**src/rtl/uart_cmd_decoder_pkg.sv**
```systemverilog
// rtl/uart_cmd_decoder_pkg.sv - shared encodings for the UART command decoder
// Purpose: FSM state encoding, error codes, ctrl-byte bit positions and the
//          default command codes used by uart_cmd_decoder.
// Ports:   none (package).
package uart_cmd_decoder_pkg;

  typedef enum logic [1:0] {
    ST_IDLE    = 2'd0,
    ST_PATTERN = 2'd1,
    ST_TAIL    = 2'd2,
    ST_CHECK   = 2'd3
  } state_t;

  localparam logic [2:0] ERR_CHECKSUM    = 3'd1;
  localparam logic [2:0] ERR_TIMEOUT     = 3'd2;
  localparam logic [2:0] ERR_UNKNOWN_CMD = 3'd3;
  localparam logic [2:0] ERR_BAD_CHANNEL = 3'd4;

  // DATA packet ctrl byte layout; bit 1 is reserved and ignored.
  localparam int CTRL_START  = 0;
  localparam int CTRL_MODE   = 2;
  localparam int CTRL_STOP   = 3;
  localparam int CTRL_CH_LSB = 4;
  localparam int CTRL_CH_W   = 4;

  localparam logic [7:0] DEF_CMD_FREQ    = 8'h0A;
  localparam logic [7:0] DEF_CMD_DATA    = 8'h0B;
  localparam logic [7:0] DEF_CMD_STOPALL = 8'h0C;

endpackage

```
**src/rtl/uart_cmd_decoder_cmd_timeout_counter.sv**
```systemverilog
// rtl/uart_cmd_decoder_cmd_timeout_counter.sv - inter-byte timeout counter
// Purpose: counts idle cycles while a packet is in progress and flags expiry.
// Ports:   clk      - system clock
//          rst_n    - synchronous active-low reset
//          clear    - restart the count (byte strobe, or decoder idle)
//          enable   - count while a packet is open
//          expired  - combinational flag, count reached TIMEOUT_CYC with no clear
module cmd_timeout_counter #(
  parameter int TIMEOUT_CYC = 5000
) (
  input  logic clk,
  input  logic rst_n,
  input  logic clear,
  input  logic enable,
  output logic expired
);

  localparam int CNT_W = $clog2(TIMEOUT_CYC + 1);
  localparam logic [CNT_W-1:0] LIMIT = CNT_W'(TIMEOUT_CYC);

  logic [CNT_W-1:0] count;

  always_ff @(posedge clk) begin
    if (!rst_n) begin
      count <= '0;
    end else if (clear) begin
      count <= '0;
    end else if (enable && count != LIMIT) begin
      count <= count + 1'b1;
    end
  end

  // A strobe (clear) in the expiry cycle wins: the byte is taken instead.
  assign expired = enable && !clear && (count == LIMIT);

endmodule

```
**src/rtl/uart_cmd_decoder.sv**
```systemverilog
// rtl/uart_cmd_decoder.sv - UART byte stream to validated command/config outputs
// Purpose: parses FREQ / DATA / STOPALL packets, validates XOR checksum,
//          inter-byte timeout and channel range, and updates the registered
//          configuration outputs only for accepted packets.
// Ports:   clk_i, rst_ni          - clock, synchronous active-low reset
//          data_i, rx_done_tick_i - received byte and its one-cycle strobe
//          output_pattern_o, freq_pattern_o, slow_period_o, fast_period_o,
//          sel_out_o, mode_o, start_o, stop_o - configuration outputs
//          stop_all_tick_o, done_tick_o, err_tick_o - one-cycle pulses
//          cmd_o, err_code_o      - last accepted command, last error code
module uart_cmd_decoder
  import uart_cmd_decoder_pkg::*;
#(
  parameter int         DATA_BIT      = 32,
  parameter int         UART_DATA_BIT = 8,
  parameter int         CHAN_NUM      = 16,
  parameter int         TIMEOUT_CYC   = 5000,
  parameter logic [7:0] CMD_FREQ      = DEF_CMD_FREQ,
  parameter logic [7:0] CMD_DATA      = DEF_CMD_DATA,
  parameter logic [7:0] CMD_STOPALL   = DEF_CMD_STOPALL
) (
  input  logic                     clk_i,
  input  logic                     rst_ni,
  input  logic [UART_DATA_BIT-1:0] data_i,
  input  logic                     rx_done_tick_i,
  output logic [DATA_BIT-1:0]      output_pattern_o,
  output logic [DATA_BIT-1:0]      freq_pattern_o,
  output logic [7:0]               slow_period_o,
  output logic [7:0]               fast_period_o,
  output logic [3:0]               sel_out_o,
  output logic                     mode_o,
  output logic                     start_o,
  output logic                     stop_o,
  output logic                     stop_all_tick_o,
  output logic [7:0]               cmd_o,
  output logic                     done_tick_o,
  output logic                     err_tick_o,
  output logic [2:0]               err_code_o
);

  localparam int PAT_BYTES = DATA_BIT / 8;
  localparam int PCNT_W    = $clog2(PAT_BYTES + 1);
  localparam logic [PCNT_W-1:0] PAT_LAST  = PCNT_W'(PAT_BYTES - 1);
  localparam logic [4:0]        CHAN_LIM  = 5'(CHAN_NUM);

  state_t state, state_next;

  logic [7:0]          cmd_q;
  logic [7:0]          xor_q;
  logic [PCNT_W-1:0]   byte_cnt;
  logic [DATA_BIT-1:0] pat_sr;
  logic [DATA_BIT-1:0] pat_shifted;
  logic [7:0]          tail0;
  logic [7:0]          tail1;

  logic       load_cmd, shift_pat, load_tail, accept, reject;
  logic [2:0] code_next;
  logic       expired;
  logic [3:0] ctrl_ch;

  assign ctrl_ch = tail0[CTRL_CH_LSB +: CTRL_CH_W];

  cmd_timeout_counter #(
    .TIMEOUT_CYC(TIMEOUT_CYC)
  ) u_timeout (
    .clk    (clk_i),
    .rst_n  (rst_ni),
    .clear  (rx_done_tick_i || state == ST_IDLE),
    .enable (state != ST_IDLE),
    .expired(expired)
  );

  // First pattern byte ends up in [7:0]: new bytes enter at the top.
  always_comb begin
    pat_shifted = pat_sr >> UART_DATA_BIT;
    pat_shifted[DATA_BIT-1 -: UART_DATA_BIT] = data_i;
  end

  always_ff @(posedge clk_i) begin
    if (!rst_ni) begin
      state <= ST_IDLE;
    end else begin
      state <= state_next;
    end
  end

  always_comb begin
    state_next = state;
    load_cmd   = 1'b0;
    shift_pat  = 1'b0;
    load_tail  = 1'b0;
    accept     = 1'b0;
    reject     = 1'b0;
    code_next  = err_code_o;
    case (state)
      ST_IDLE: begin
        if (rx_done_tick_i) begin
          if (data_i == CMD_FREQ || data_i == CMD_DATA) begin
            load_cmd   = 1'b1;
            state_next = ST_PATTERN;
          end else if (data_i == CMD_STOPALL) begin
            load_cmd   = 1'b1;
            state_next = ST_CHECK;
          end else begin
            reject    = 1'b1;
            code_next = ERR_UNKNOWN_CMD;
          end
        end
      end
      ST_PATTERN: begin
        if (rx_done_tick_i) begin
          shift_pat = 1'b1;
          if (byte_cnt == PAT_LAST) state_next = ST_TAIL;
        end
      end
      ST_TAIL: begin
        if (rx_done_tick_i) begin
          load_tail = 1'b1;
          if (cmd_q == CMD_DATA || byte_cnt == PCNT_W'(1)) state_next = ST_CHECK;
        end
      end
      ST_CHECK: begin
        if (rx_done_tick_i) begin
          state_next = ST_IDLE;
          if (data_i != xor_q) begin
            reject    = 1'b1;
            code_next = ERR_CHECKSUM;
          end else if (cmd_q == CMD_DATA && {1'b0, ctrl_ch} >= CHAN_LIM) begin
            reject    = 1'b1;
            code_next = ERR_BAD_CHANNEL;
          end else begin
            accept = 1'b1;
          end
        end
      end
      default: state_next = ST_IDLE;
    endcase
    // expired is never set together with a strobe, so this cannot collide.
    if (expired) begin
      state_next = ST_IDLE;
      reject     = 1'b1;
      code_next  = ERR_TIMEOUT;
    end
  end

  always_ff @(posedge clk_i) begin
    if (!rst_ni) begin
      cmd_q            <= '0;
      xor_q            <= '0;
      byte_cnt         <= '0;
      pat_sr           <= '0;
      tail0            <= '0;
      tail1            <= '0;
      output_pattern_o <= '0;
      freq_pattern_o   <= '0;
      slow_period_o    <= '0;
      fast_period_o    <= '0;
      sel_out_o        <= '0;
      mode_o           <= 1'b0;
      start_o          <= 1'b0;
      stop_o           <= 1'b0;
      stop_all_tick_o  <= 1'b0;
      cmd_o            <= '0;
      done_tick_o      <= 1'b0;
      err_tick_o       <= 1'b0;
      err_code_o       <= '0;
    end else begin
      done_tick_o     <= accept;
      err_tick_o      <= reject;
      stop_all_tick_o <= accept && (cmd_q == CMD_STOPALL);
      if (reject) err_code_o <= code_next;

      // The checksum covers the command byte, so the running XOR starts from it.
      if (load_cmd) begin
        cmd_q    <= data_i;
        xor_q    <= data_i;
        byte_cnt <= '0;
      end
      if (shift_pat) begin
        pat_sr   <= pat_shifted;
        xor_q    <= xor_q ^ data_i;
        byte_cnt <= (byte_cnt == PAT_LAST) ? '0 : byte_cnt + 1'b1;
      end
      if (load_tail) begin
        if (byte_cnt == '0) tail0 <= data_i;
        else                tail1 <= data_i;
        xor_q    <= xor_q ^ data_i;
        byte_cnt <= byte_cnt + 1'b1;
      end

      if (accept) begin
        cmd_o <= cmd_q;
        if (cmd_q == CMD_FREQ) begin
          freq_pattern_o <= pat_sr;
          slow_period_o  <= tail0;
          fast_period_o  <= tail1;
        end else if (cmd_q == CMD_DATA) begin
          output_pattern_o <= pat_sr;
          sel_out_o        <= ctrl_ch;
          stop_o           <= tail0[CTRL_STOP];
          mode_o           <= tail0[CTRL_MODE];
          start_o          <= tail0[CTRL_START];
        end
      end
    end
  end

endmodule

```
**config.mk**
```make
export PLATFORM = sky130hd
export DESIGN_NAME = uart_cmd_decoder
export DESIGN_NICKNAME = d
export VERILOG_FILES = /design/src/rtl/uart_cmd_decoder_pkg.sv /design/src/rtl/uart_cmd_decoder_cmd_timeout_counter.sv /design/src/rtl/uart_cmd_decoder.sv
export SDC_FILE = /design/constraint.sdc
export NUM_CORES = 1
export LEC_CHECK = 0
export ABC_AREA = 1
export BUFFER_PORTS_ARGS = -buffer_cell sky130_fd_sc_hd__buf_4
export CAP_MARGIN = 20
export CORE_ASPECT_RATIO = 0.75
export CORE_MARGIN = 2
export CORE_UTILIZATION = 57
export DETAILED_ROUTE_END_ITERATION = 10
export GPL_ROUTABILITY_DRIVEN = 1
export MAX_ROUTING_LAYER = met4
export PLACE_DENSITY = 0.79
export SYNTH_ARGS = -nofsm -noshare
export SYNTH_HDL_FRONTEND = slang
export SYNTH_HIERARCHICAL = 1
export SYNTH_SLANG_ARGS = --single-unit
```
**constraint.sdc**
```tcl
create_clock -name clk_i -period 2.3 [get_ports clk_i]
set_input_delay 0.115 -clock clk_i [delete_from_list [all_inputs] [get_ports clk_i]]
set_output_delay 0.115 -clock clk_i [all_outputs]
set_load 0.02 [all_outputs]
```
==> results of run 1 <==
==> registers in the layout, summed over array words and instances (netlist names), 2 cells and up <==
| register | cells |
|---|---|
| freq_pattern_o | 32 |
| output_pattern_o | 32 |
| pat_sr | 32 |
| u_timeout/count | 13 |
| cmd_o | 8 |
| cmd_q | 8 |
| fast_period_o | 8 |
| slow_period_o | 8 |
| tail0 | 8 |
| tail1 | 8 |
| xor_q | 8 |
| sel_out_o | 4 |
| byte_cnt | 3 |
| err_code_o | 2 |
| state | 2 |
==> layout make-up <==
cell class	count	area, µm²
clock buffer	22	464
clock inverter	10	93.8
fill	1144	4240
inverter	150	563
multi-input combinational	723	3300
sequential	182	3640
tap	175	219
timing repair buffer	130	1040
==> stage by stage <==
stage	util (%)	power (mW)	std cells	setup slack [ns]	hold WS [ns]
3_3_place_gp	64.2	5.03	1354	0.540	0.420
3_5_place_dp	64.2	5.05	1354	0.493	0.428
5_1_grt	68.7	8.17	1392	0.218	0.0292
6_report	68.7	7.81	1392	0.357	0.0247
2_1_floorplan	-	4.68	1118	0.639	0.254
4_1_cts	68.7	7.81	1392	0.400	0.00933
==> cell families after synthesis <==
family / count (synthesis) / share of synthesized area [%]
buffers and inverters: 213 / 11.3
DFF: 182 / 46.7
other: 1 / 0.0480
and+or+nand+nor: 555 / 29.8
AOI/OAI and AO/OA: 151 / 9.90
xor gates and xnor gates: 5 / 0.561
adders and majority gates: 11 / 1.76
==> path summary, 6_finish.rpt <==
kind / startpoint / end / slack, ns
hold / removal: data_i[1] / tail0[1]$_SDFFE_PN0P_ / 0.02
setup reg to reg: xor_q[6]$_SDFFE_PN0P_ / output_pattern_o[2]$_SDFFE_PN0P_ / 0.46
hold reg to reg: tail1[3]$_SDFFE_PN0P_ / tail1[3]$_SDFFE_PN0P_ / 0.46
setup / recovery: data_i[6] / output_pattern_o[2]$_SDFFE_PN0P_ / 0.36
==> layer usage <==
layer / vias up / global-route usage, % / share of wire (%)
met5: - / - / 0
met3: 31 / 4.77 / 5.5
met2: 229 / 40.9 / 45
met4: 0 / 8.95 / 1.6
li1: 3657 / - / -
met1: 3277 / 36.7 / 48
==> power by group <==
group / leakage, nW / internal (mW) / switching, mW / total (mW)
clock network: 0.267 / 1.55 / 1.23 / 2.78
logic: 2.53 / 0.442 / 0.932 / 1.37
registers: 1.47 / 3.42 / 0.225 / 3.65
total: 4.27 / 5.42 / 2.39 / 7.81
==> worst min-delay path: stages <==
cell     delay (ns)
buf_4          0.14
inv_1          0.08
a21oi_1        0.07
==> cells in the final DEF (no fill, tap or decap), drive strengths merged, types with 11 or more instances in the layout <==
| master | n |
|---|---|
| nand2 | 247 |
| nor2 | 223 |
| dfxtp | 182 |
| inv | 152 |
| buf | 124 |
| a21oi | 79 |
| o21ai | 65 |
| nand4 | 55 |
| clkbuf | 22 |
| nand3 | 17 |
| ha | 11 |
==> metrics.csv, run 1 <==
metric,value,unit
p_per_area,837,nW/µm²
power_leakage,4.27,nW
synthFlopType,dfxtp_1,
finalSetupViolations,0,
cts_hold_buf,6,
post_cts_buffers,0,
grt_pass1_vias,6516,
synth.distinct_cells,30,
wire_per_inst,13.8,µm
grt_pass1_wl,31.4,mm
rr_worst_depth,11,
cts_buffer_depth,2,
syn-cell-area,7810,µm²
grt_max_degree,85,
synth_area_leaders,"dfxtp_1 47%, nand2_1 12%, nor2_1 10%",
via_per_inst,5.17,
cts_num_sinks,182,
postLayoutCellArea,9330,µm²
worst_slew_pin_slew,0.568,ns
ys_warn_count,6,
slew_headroom,62.1,%
row_count,37,
io_pins,112,
critPathBufInv,4,
cts_root_buf,clkbuf_16,
gp_congestion,0.898,
hold-path-cell-count,3,
clock_latency,0.43,ns
period_share,84.5,%
clkTransAtPathRegs,0.07,ns
grt_antenna_before_repair,0,
slowest_stage,dlygate4sd3_1,
hold_violations,0,
crit_type,input port to flip-flop,
antenna_left,0,
crit_chain,dlygate4sd3_1 -> buf_4 -> inv_1 -> nand2_1 -> nand2_1 -> nand2_1 -> nor2_4 -> nand2_2 -> nor2_4 -> nand2_2 -> buf_4 -> nand2_1 -> nand2_1 -> nor2_1,
antenna_cells,0,
outcome,completed,
post_cts_resized,0,
drt_iter0_markers,611,
wirelength,19.2,mm
start_kind,input port,
hp-class,input port to flip-flop,
syn_inst,1118,
worstPathRequired,2.66,ns
seq_area_frac_synth,46.7,%
yosys_register_bits,182,
async_flop_share,0,%
slowest_delay,0.54,ns
crit_cells,14,
finalSetupTns,0,ns
synth_largest_area_cell,dfxtp_1,
critPathTopFamily,simple AND/OR/NAND/NOR gates,
dieArea,14700,µm²
fmax,515,MHz
cp_max_fo,17,
place_area,8710,µm²
grt.total_usage,26.9,%
maxCapViolCount,0,
end_kind,flip-flop,
yosys.cell_count.top_type,nand2_1,
drc,0,
core_area,13600,µm²
synth-edff-count,0,
vias,7194,
cts_made_buffers,17,
peakVddDrop,566,µV
finalNetCount,1226,
grt.overflow.total,0,
place_hpwl,12.7,mm
synth_area_per_cell,6.98,µm²
rsz0062_at_grt,no,
die_w,139,µm
fin_crit,1.94,ns
dieHeight,105,µm
slew_viol_final,0,
drive_gt1_share,14.3,%
synth_nets,1140,
synthTopCellsByCount,"244 x nand2_1, 215 x nor2_1, 182 x dfxtp_1, 145 x inv_1, 79 x a21oi_1",
arrival,2.30,ns
synth_top_area_share,46.7,%
crit_path_frequent_cell,nand2_1,
initial_utilization,57.6,%
htreeDepth,4,
dr.pass1.iters,5,
skew,0.0112,ns
area_delta_synth_final,19.4,%
portBuffers,110,
cts_tree,yes,
Note: power is estimated with default switching activity, not from simulation.
==> inputs of run 2 (changes only) <==
==> constraint.sdc (replaced) <==
create_clock -name clk_i -period 1.8 [get_ports clk_i]
set_input_delay 0.09 -clock clk_i [delete_from_list [all_inputs] [get_ports clk_i]]
set_output_delay 0.09 -clock clk_i [all_outputs]
set_load 0.02 [all_outputs]
==> run 2 against run 1 <==
Utilization grew 3.4 points; setup slack got worse by 0.35 ns; design area is 5.0% higher; via count rose by 6.1%; clock-buffer cell count decreased by 5; combinational power grew 41%; sequential power grew 28%; power rose by 36%; clock skew barely moved; non-clock buffer count increased by 19; die area unchanged; routed wire length grew 14%; critical path type unchanged.
==> metrics.csv, run 2 (synthesized netlist as in run 1, its figures left out) <==
metric,value,unit
finalSetupViolations,0,
slew_viol_final,0,
fin_ws,0.0104,ns
postLayoutCellArea,9790,µm²
place_hpwl,12.8,mm
slew_headroom,63.6,%
core_area,13600,µm²
arrival,2.15,ns
worst_slew_pin_slew,0.546,ns
place_area,8770,µm²
via_per_inst,5.41,
finalNetCount,1245,
crit_type,input port to flip-flop,
dieArea,14700,µm²
cts_root_buf,clkbuf_16,
drc,0,
hp-start,data_i[1],
cts_tree,yes,
place_inst,1357,
drive_gt1_share,17.1,%
grt.overflow.total,0,
dieHeight,105,µm
mostFrequentLayoutCells,"239 x nand2_1, 211 x nor2_1, 179 x dfxtp_1",
grt_max_degree,120,
finalSetupTns,0,ns
cp_max_fo,7,
p_per_area,1080,nW/µm²
rr_worst_depth,11,
fin_cells,1411,
peakVddDrop,873,µV
cp-startpoint,data_i[3],
power_frac_seq,44.0,%
antenna_cells,0,
switching_share,31.5,%
wirelength,22.0,mm
rsz0062_at_grt,yes,
cts_buffer_depth,2,
cts_num_sinks,182,
grt_pass1_wl,32.7,mm
power.switching,3.34,mW
p_clk_share,37.8,%
wire_per_inst,15.6,µm
drt_iter0_markers,987,
clkTransAtPathRegs,0.07,ns
whs,0.0111,ns
antenna_left,0,
worstPathRequired,2.16,ns
portBuffers,110,
grt_antenna_before_repair,0,
fin_crit,1.79,ns
p_comb_share,18.2,%
internal-power,7.27,mW
hold_violations,0,
power_leakage,4.50,nW
maxCapViolCount,0,
die_w,139,µm
skew,0.0114,ns
gp_congestion,0.882,
r2r_slack,0.02,ns
initial_utilization,57.6,%
largestRegisters,"freq_pattern_o: 32 flops, output_pattern_o: 32 flops, pat_sr: 32 flops",
grt.total_usage,28.1,%
start_kind,input port,
row_count,37,
vias,7632,
clock_latency,0.43,ns
fmax,559,MHz
end_kind,flip-flop,
hp-class,input port to flip-flop,
area_delta_synth_final,25.3,%
r2r_start,xor_q[6]$_SDFFE_PN0P_,
post-place-ws,0.152,ns
outcome,completed,
htreeDepth,4,
hold-path-cell-count,3,
grt_pass1_vias,6739,
power,10.6,mW
final_util,72.2,%
final_common_cell,nand2_1,
dr.pass1.iters,6,
cts_made_buffers,17,
period_share,99.4,%
io_pins,112,
[run 2: cell types whose count changed in the layout (fill, tap and decap cells not counted), sizes merged]
cell          previous run  this run
dlymetal6s4s             0         1
dlygate4sd3              6         4
inv                    152       157
clkbuf                  22        25
bufinv                   1         3
buf                    124       136
clkinv                   4         2
[run 2: final timing paths]
| kind | endpoint |
|---|---|
| setup / recovery | freq_pattern_o[29]$_SDFFE_PN0P_ |
| hold / removal | tail0[1]$_SDFFE_PN0P_ |
| setup reg to reg | freq_pattern_o[29]$_SDFFE_PN0P_ |
| hold reg to reg | cmd_q[7]$_SDFFE_PN0P_ |
[run 2: critical path, stage by stage]
cell,delay [ns]
dlygate4sd3_1,0.55
buf_6,0.14
inv_1,0.08
nand2_1,0.05
nand2_1,0.07
nand2_1,0.10
nor2_4,0.17
nand4_1,0.22
nor2_4,0.19
buf_12,0.16
clkbuf_16,0.16
nor2_1,0.05
nor2_1,0.12
[run 2: what timing repair did]
action                                 CTS  global route
gates resized for setup                  0            21
buffers inserted                         0             7
hold buffers                             5             0
setup endpoints to repair                0            97
endpoints found under the hold margin    6             0
[run 2: area by class of cell]
class                   count  area [µm²]
fillers                  1040        3780
inverters                 150         567
clock buffers              17         425
flip-flops and latches    182        3650
clock inverters            15         203
multi-input cells         723        3340
repair buffers            149        1390
well taps                 175         219
[run 2: per-layer routing]
metal	wire length [µm]	part of all wire [%]	track usage, %	vias to the layer above
met2	10400	47	44.6	323
met1	9460	43	37.1	3574
met3	1820	8.3	4.86	36
met5	0	0	-	-
met4	279	1.3	8.30	0
li1	-	-	-	3699
[run 2: power groups by stage]
stage	Clock, mW	Sequential [mW]	Combinational (mW)
final	4.01	4.67	1.93
after global routing	4.20	4.70	2.16
after CTS	4.00	4.64	1.82
after detailed placement	0	4.73	1.78
after global placement	0	4.72	1.73
after floorplan	0	4.66	1.32
